`config.mk`:
```
export PLATFORM = sky130hd
export DESIGN_NAME = ghost_scheduler_flat
export DESIGN_NICKNAME = d
export VERILOG_FILES = /design/src/rtl/ghost_scheduler_if.sv /design/src/rtl/ghost_scheduler.sv /design/src/flat_wrapper.sv
export SDC_FILE = /design/constraint.sdc
export NUM_CORES = 1
export LEC_CHECK = 0
export BUFFER_PORTS_ARGS = -buffer_cell sky130_fd_sc_hd__buf_2
export CAP_MARGIN = 20
export CORE_UTILIZATION = 25
export DETAILED_ROUTE_END_ITERATION = 8
export GPL_ROUTABILITY_DRIVEN = 1
export REMOVE_ABC_BUFFERS = 1
export SYNTH_ARGS = -nofsm -noshare
export SYNTH_HDL_FRONTEND = slang
export SYNTH_SLANG_ARGS = --single-unit
```
`constraint.sdc`:
```
create_clock -name clk -period 11.7 [get_ports clk]
set_clock_uncertainty 0.1 [all_clocks]
set_input_delay 0 -clock clk [delete_from_list [all_inputs] [get_ports clk]]
set_output_delay 0 -clock clk [all_outputs]
set_load 0.02 [all_outputs]
```
`src/rtl/ghost_scheduler_if.sv`:
```
// ghost_scheduler_if: control inputs and sprite status outputs of the ghost scheduler.
interface ghost_scheduler_if #(parameter int N_GHOSTS = 3);
  logic start, stop, collision;
  logic [25:0] speed_offset;
  logic [N_GHOSTS-1:0] move_tick, active;
  logic [1:0] state;
  modport master (output start, stop, collision, speed_offset, input move_tick, active, state);
  modport slave (input start, stop, collision, speed_offset, output move_tick, active, state);
endinterface

```
`src/rtl/ghost_scheduler.sv`:
```
// ghost_scheduler: staggered ghost spawning and per-ghost move strobes on a speed-dependent period.
// Collision freeze is built only when GHOST_SCHED_FREEZE_EN is defined.
module ghost_scheduler #(
  parameter int N_GHOSTS = 3,
  parameter int TIME_MAX = 4000000,
  parameter int MIN_PERIOD = 1000,
  parameter int SPAWN_DELAY = 25000000,
  parameter int FREEZE_CYCLES = 50000000
) (
  input logic clk,
  input logic reset_n,
  ghost_scheduler_if.slave bus
);
  typedef enum logic [1:0] {IDLE, SPAWN, RUN, FREEZE} state_t;
  localparam int PW = $clog2(TIME_MAX + 1);
  localparam int SW = $clog2(SPAWN_DELAY + 1);
  state_t st;
  logic [N_GHOSTS-1:0] active, tick, sel, sel_n;
  logic [PW-1:0] pc, period_q, period_calc, cur_period;
  logic [SW-1:0] sc;
  logic term;
`ifdef GHOST_SCHED_FREEZE_EN
  localparam int FW = $clog2(FREEZE_CYCLES + 1);
  logic [FW-1:0] fc;
`else
  logic unused_collision;
  assign unused_collision = bus.collision;
`endif
  assign period_calc = bus.speed_offset >= 26'(TIME_MAX - MIN_PERIOD) ? PW'(MIN_PERIOD)
                     : PW'(TIME_MAX - int'(bus.speed_offset));
  // the period latched at count 0 must already govern that same cycle's terminal test
  assign cur_period = pc == '0 ? period_calc : period_q;
  assign term = pc == cur_period - PW'(1);
  assign sel_n = term ? N_GHOSTS'(1) : sel << 1;
  always_ff @(posedge clk or negedge reset_n) begin
    if (!reset_n) begin
      st <= IDLE;
      active <= '0;
      tick <= '0;
      sel <= '0;
      pc <= '0;
      period_q <= '0;
      sc <= '0;
`ifdef GHOST_SCHED_FREEZE_EN
      fc <= '0;
`endif
    end else if (bus.stop) begin
      st <= IDLE;
      active <= '0;
      tick <= '0;
      sel <= '0;
      pc <= '0;
      period_q <= '0;
      sc <= '0;
`ifdef GHOST_SCHED_FREEZE_EN
      fc <= '0;
    end else if (st == RUN && bus.collision) begin
      st <= FREEZE;
      fc <= '0;
      sel <= '0;
      tick <= '0;
    end else if (st == FREEZE) begin
      st <= fc == FW'(FREEZE_CYCLES - 1) ? RUN : FREEZE;
      fc <= fc + 1'b1;
`endif
    end else if (st == IDLE) begin
      if (bus.start) begin
        st <= SPAWN;
        active <= '0;
        sc <= '0;
        pc <= '0;
      end
    end else begin
      pc <= term ? '0 : pc + 1'b1;
      if (pc == '0) period_q <= period_calc;
      sel <= sel_n;
      tick <= sel_n & active;
      if (st == SPAWN) begin
        if (active == '0) begin
          active <= N_GHOSTS'(1);
          sc <= '0;
        end else if (active[N_GHOSTS-1]) st <= RUN;
        else if (sc == SW'(SPAWN_DELAY - 1)) begin
          active <= (active << 1) | N_GHOSTS'(1);
          sc <= '0;
        end else sc <= sc + 1'b1;
      end
    end
  end
  assign bus.move_tick = tick;
  assign bus.active = active;
  assign bus.state = st;
endmodule

```
`src/flat_wrapper.sv`:
```
// flat-port wrapper written by rule: the top's interface ports become plain ports
module ghost_scheduler_flat 
#(
  parameter int N_GHOSTS = 3,
  parameter int TIME_MAX = 4000000,
  parameter int MIN_PERIOD = 1000,
  parameter int SPAWN_DELAY = 25000000,
  parameter int FREEZE_CYCLES = 50000000
)
  (clk, reset_n, bus_start, bus_stop, bus_collision, bus_speed_offset, bus_move_tick, bus_active, bus_state);
  ghost_scheduler_if #(.N_GHOSTS(N_GHOSTS)) bus_i ();
  input logic clk;
  input logic reset_n;
  input wire logic [$bits(bus_i.start)-1:0] bus_start;
  input wire logic [$bits(bus_i.stop)-1:0] bus_stop;
  input wire logic [$bits(bus_i.collision)-1:0] bus_collision;
  input wire logic [$bits(bus_i.speed_offset)-1:0] bus_speed_offset;
  output wire logic [$bits(bus_i.move_tick)-1:0] bus_move_tick;
  output wire logic [$bits(bus_i.active)-1:0] bus_active;
  output wire logic [$bits(bus_i.state)-1:0] bus_state;
  assign bus_i.start = bus_start;
  assign bus_i.stop = bus_stop;
  assign bus_i.collision = bus_collision;
  assign bus_i.speed_offset = bus_speed_offset;
  assign bus_move_tick = bus_i.move_tick;
  assign bus_active = bus_i.active;
  assign bus_state = bus_i.state;
  ghost_scheduler #(.N_GHOSTS(N_GHOSTS), .TIME_MAX(TIME_MAX), .MIN_PERIOD(MIN_PERIOD), .SPAWN_DELAY(SPAWN_DELAY), .FREEZE_CYCLES(FREEZE_CYCLES)) u_core (.clk(clk), .reset_n(reset_n), .bus(bus_i));
endmodule
```
==> results.md <==
- Reg-to-reg slack, setup: 6.09 ns
- DRC Markers: 0
- Fin Setup TNS: 0 ns
- Sequential Power Share: 0.435
- Worst vdd ir: 0.0573 mV
- Row cnt: 57
- Met2 GRT Util: 0.220
- Most frequent cells in the layout: nand2_1 (87), dfrtp_1 (79), o21ai_0 (51), nand3_1 (51), nor2_1 (45)
- Gate Count Post-Synth: roughly 760
- Pins Over Slew Limit: 0
- Routed WL: 16300 µm
- DIE AREA: about 25000 µm²
- Post_cts resized: 0
- Pint: approximately 0.46 mW
- Worst Hold Class: in -> reg
- Initial DRC count: approximately 450
- Antenna cells: 0
- Clk_lat worst skew: between 0.3 and 0.4 ns
- CTS tree: yes
- Final non-filler cell total: about 1100
- R2r startpoint: u_core.pc[3]$_DFFE_PN0P_
- Hold_ws: -0.00343 ns
- Failing checks: negative hold slack
- Wire length per cell: around 15 µm
- Final setup fails: 0
- Synthesized flop and latch total: 79
- Post-DP HPWL: between 10000 and 15000 µm
- Port Buffers: 37
- Count of cell types in the netlist: just over 80
- Clock buffer count from CTS: 9
- Delay-heaviest family, CP: simple AND/OR/NAND/NOR gates
- Sw Pwr: 0.187 mW
- Gr busiest metal: met2
- Synth-to-layout area growth: 12.4%
- Grt met1 use: 0.170
- Synth Cell Area: approximately 6200 µm²
- CP bufs+invs: 3
- CP startpoint kind: flip-flop
- Crit path launch: u_core.pc[3]$_DFFE_PN0P_
- Vias per std cell: slightly above 5
- Horiz. Die Dim: roughly 160 µm
- CTS root buf: clkbuf_16
- Initial Util: 0.255
- Warnings, synthesis: 0
- Nets@finish: 812
- Clock-pin slew on the worst setup and hold paths: ~0.06 ns
- Most used cell, CP: inv_1
- Worst Setup Path Type: reg -> reg
- Sw Ratio: 0.290
- Top cells by area, synth: dfrtp_1 (32%), nand2_1 (5.3%), nand3_1 (4.1%)
- Critical path depth in cells: 17
- Clock H-tree levels: 3
- Detailed-router iteration count before antenna repair: 5
- Gate power share: 0.151
- Worst-Margin Slew: 1.01 ns
- Clock power frac: 0.414
- Antenna Violating Nets Remaining: 0
- CP required: roughly 12 ns
- EDFF count, synth: 0
- Max-cap viol count: 0
- Slew Limit Headroom: 0.324
- Worst Path Arrival: 5.79 ns
- M3 GR Usage: 0.0169
- Postcts setup bufs: 0
- Final hold violations: 1
- Initial antenna violation count: 0
- Overflow left after global routing: 0
- Pin count of the biggest net entering global routing: 58
- Most common cell after layout, fill and taps aside: nand2_1
- # IOs: 39
- Reg2Reg Capture Point: u_core.bus.move_tick[0]$_DFFE_PN0N_
- Leak: 2.60 nW
- CTS Sinks: between 70 and 80
- Seq/Total Area, Yosys: 0.318
- Share of the synthesized area in the top cell type: 0.318
- Proportion of layout cells with a drive suffix above 1: 0.144
- Hold_buf cts: 5
- Global-route wire length before repair: ~27000 µm
- Die Span Y: roughly 160 µm
- Pwr dens: a little over 90 nW/µm²
- Worst r2r path cells: 17
- Syn_area_per_cell: ~8.2 µm²
- Post-route minimum period: between 5 and 6 ns
- Setup crit end: u_core.bus.move_tick[0]$_DFFE_PN0N_
- GRT Total Usage: 0.130
- Top_reg_cell synth: dfrtp_1
- Routed via count: 5727
- Core Region: ~24000 µm²
- Ys async rst share: 1.00
- Crit end category: flip-flop
- Vias in the first global route: around 5500
- CP max-delay cell: nand4_1
- Outcome: finished, violations left
- Fill count: ~2600
- Dpl cells: between 1000 and 1500
- Leading area contributor after synthesis: dfrtp_1
- RD Place Congestion: about 0.83
- Crit-path max FO: 20
- Achievable frequency: ~180 MHz
- Worst path max stage delay: around 0.79 ns
- Max Root-Sink Buffers: 2
- CP cell instances: nor4_1 > nand3b_1 > nor3_1 > buf_4 > o21ai_1 > o21ai_0 > inv_1 > ha_1 > inv_1 > a221oi_2 > or4b_1 > o211ai_1 > a31o_2 > and3_1 > nand4_1 > and2b_2 > a32o_1
- RSZ-0062 raised after global routing: false
- Period utilisation layout: 0.480
==> metal layers <==
layer  wire length, µm  part of all wire  vias to the layer above
met5                 0                 0                        -
met4               291             0.018                        0
met3               475             0.029                       19
met2              7850              0.48                       92
met1              7670              0.47                     2772
li1                  -                 -                     2844
==> power groups by stage <==
stage / clock network [mW] / logic, mW / registers (mW)
6_report: 0.267 / 0.0976 / 0.280
5_1_grt: 0.285 / 0.108 / 0.281
4_1_cts: 0.274 / 0.0979 / 0.280
3_5_place_dp: 0 / 0.0960 / 0.285
3_3_place_gp: 0 / 0.0954 / 0.285
2_1_floorplan: 0 / 0.0551 / 0.285
==> stage by stage <==
stage                     worst slack (ns)  utilization  total power [mW]  area [µm²]  hold WS, ns
after floorplan                       6.69            -             0.340        5950       -0.396
after global placement                5.96        0.274             0.381        6660       -0.171
after detailed placement              5.94        0.274             0.381        6660       -0.172
after CTS                             6.12        0.287             0.652        6990     0.000972
after global routing                  5.68        0.287             0.673        6990       0.0242
final                                 6.09        0.287             0.645        6990     -0.00343
==> flip-flops by register name (all words and copies together) (netlist names) <==
register / flops
u_core.bus.active: 3
u_core.bus.move_tick: 3
u_core.sc: 25
u_core.pc: 22
u_core.period_q: 22
u_core.bus.state: 2
u_core.sel: 2
==> cell families (layout without fill, tap and decap cells) <==
| family | after synthesis | in the layout | share of synthesized area |
|---|---|---|---|
| compound gates | 219 | 219 | 0.256 |
| fa+ha+maj | 5 | 5 | 0.0101 |
| flops | 79 | 79 | 0.318 |
| buf+inv | 69 | 87 | 0.0522 |
| simple gates | 335 | 335 | 0.285 |
| mux | 4 | 4 | 0.00685 |
| xor+xnor | 51 | 51 | 0.0719 |
==> cells in the mapped netlist, types with 12 or more instances <==
master / number
a21oi_1: 42
nand3_1: 51
nand2b_1: 20
or3_1: 26
xor2_1: 27
xnor2_1: 24
nand2_1: 87
o21ai_0: 51
nand4_1: 12
inv_1: 17
o31ai_1: 15
dfrtp_1: 79
nor3_1: 24
nor2_1: 46
clkbuf_1: 37
==> area by class of cell <==
type                       count  area, µm²  area share
multi-input combinational    614       3930       0.563
sequential                    79       1980       0.283
tap                          324        405      0.0580
timing repair buffer          55        335      0.0480
clock buffer                  10        239      0.0342
inverter                      17       63.8     0.00913
clock inverter                 5       33.8     0.00484
==> worst min-delay path, delay by kind of cell <==
family / cells / cell delay, ns
and+or+nand+nor: 1 / 0.13
buffers and inverters: 1 / 0.10
xor gates and xnor gates: 1 / 0.07
AOI/OAI and AO/OA: 1 / 0.09
==> worst min path at each step <==
| stage | startpoint | end | slack, ns | depth (start not counted) |
|---|---|---|---|---|
| floorplan | reset_n | u_core.bus.active[0]$_DFFE_PN0P_ | -0.40 | 0 |
| global placement | reset_n | u_core.period_q[19]$_DFFE_PN0N_ | -0.17 | 1 |
| detailed placement | reset_n | u_core.period_q[15]$_DFFE_PN0N_ | -0.17 | 1 |
| CTS | bus_speed_offset[21] | u_core.period_q[21]$_DFFE_PN0N_ | 0.001 | 4 |
| global route | bus_speed_offset[21] | u_core.period_q[21]$_DFFE_PN0N_ | 0.02 | 4 |
| finish | bus_speed_offset[21] | u_core.period_q[21]$_DFFE_PN0N_ | -0.003 | 4 |
Note: power is estimated with default switching activity, not from simulation.
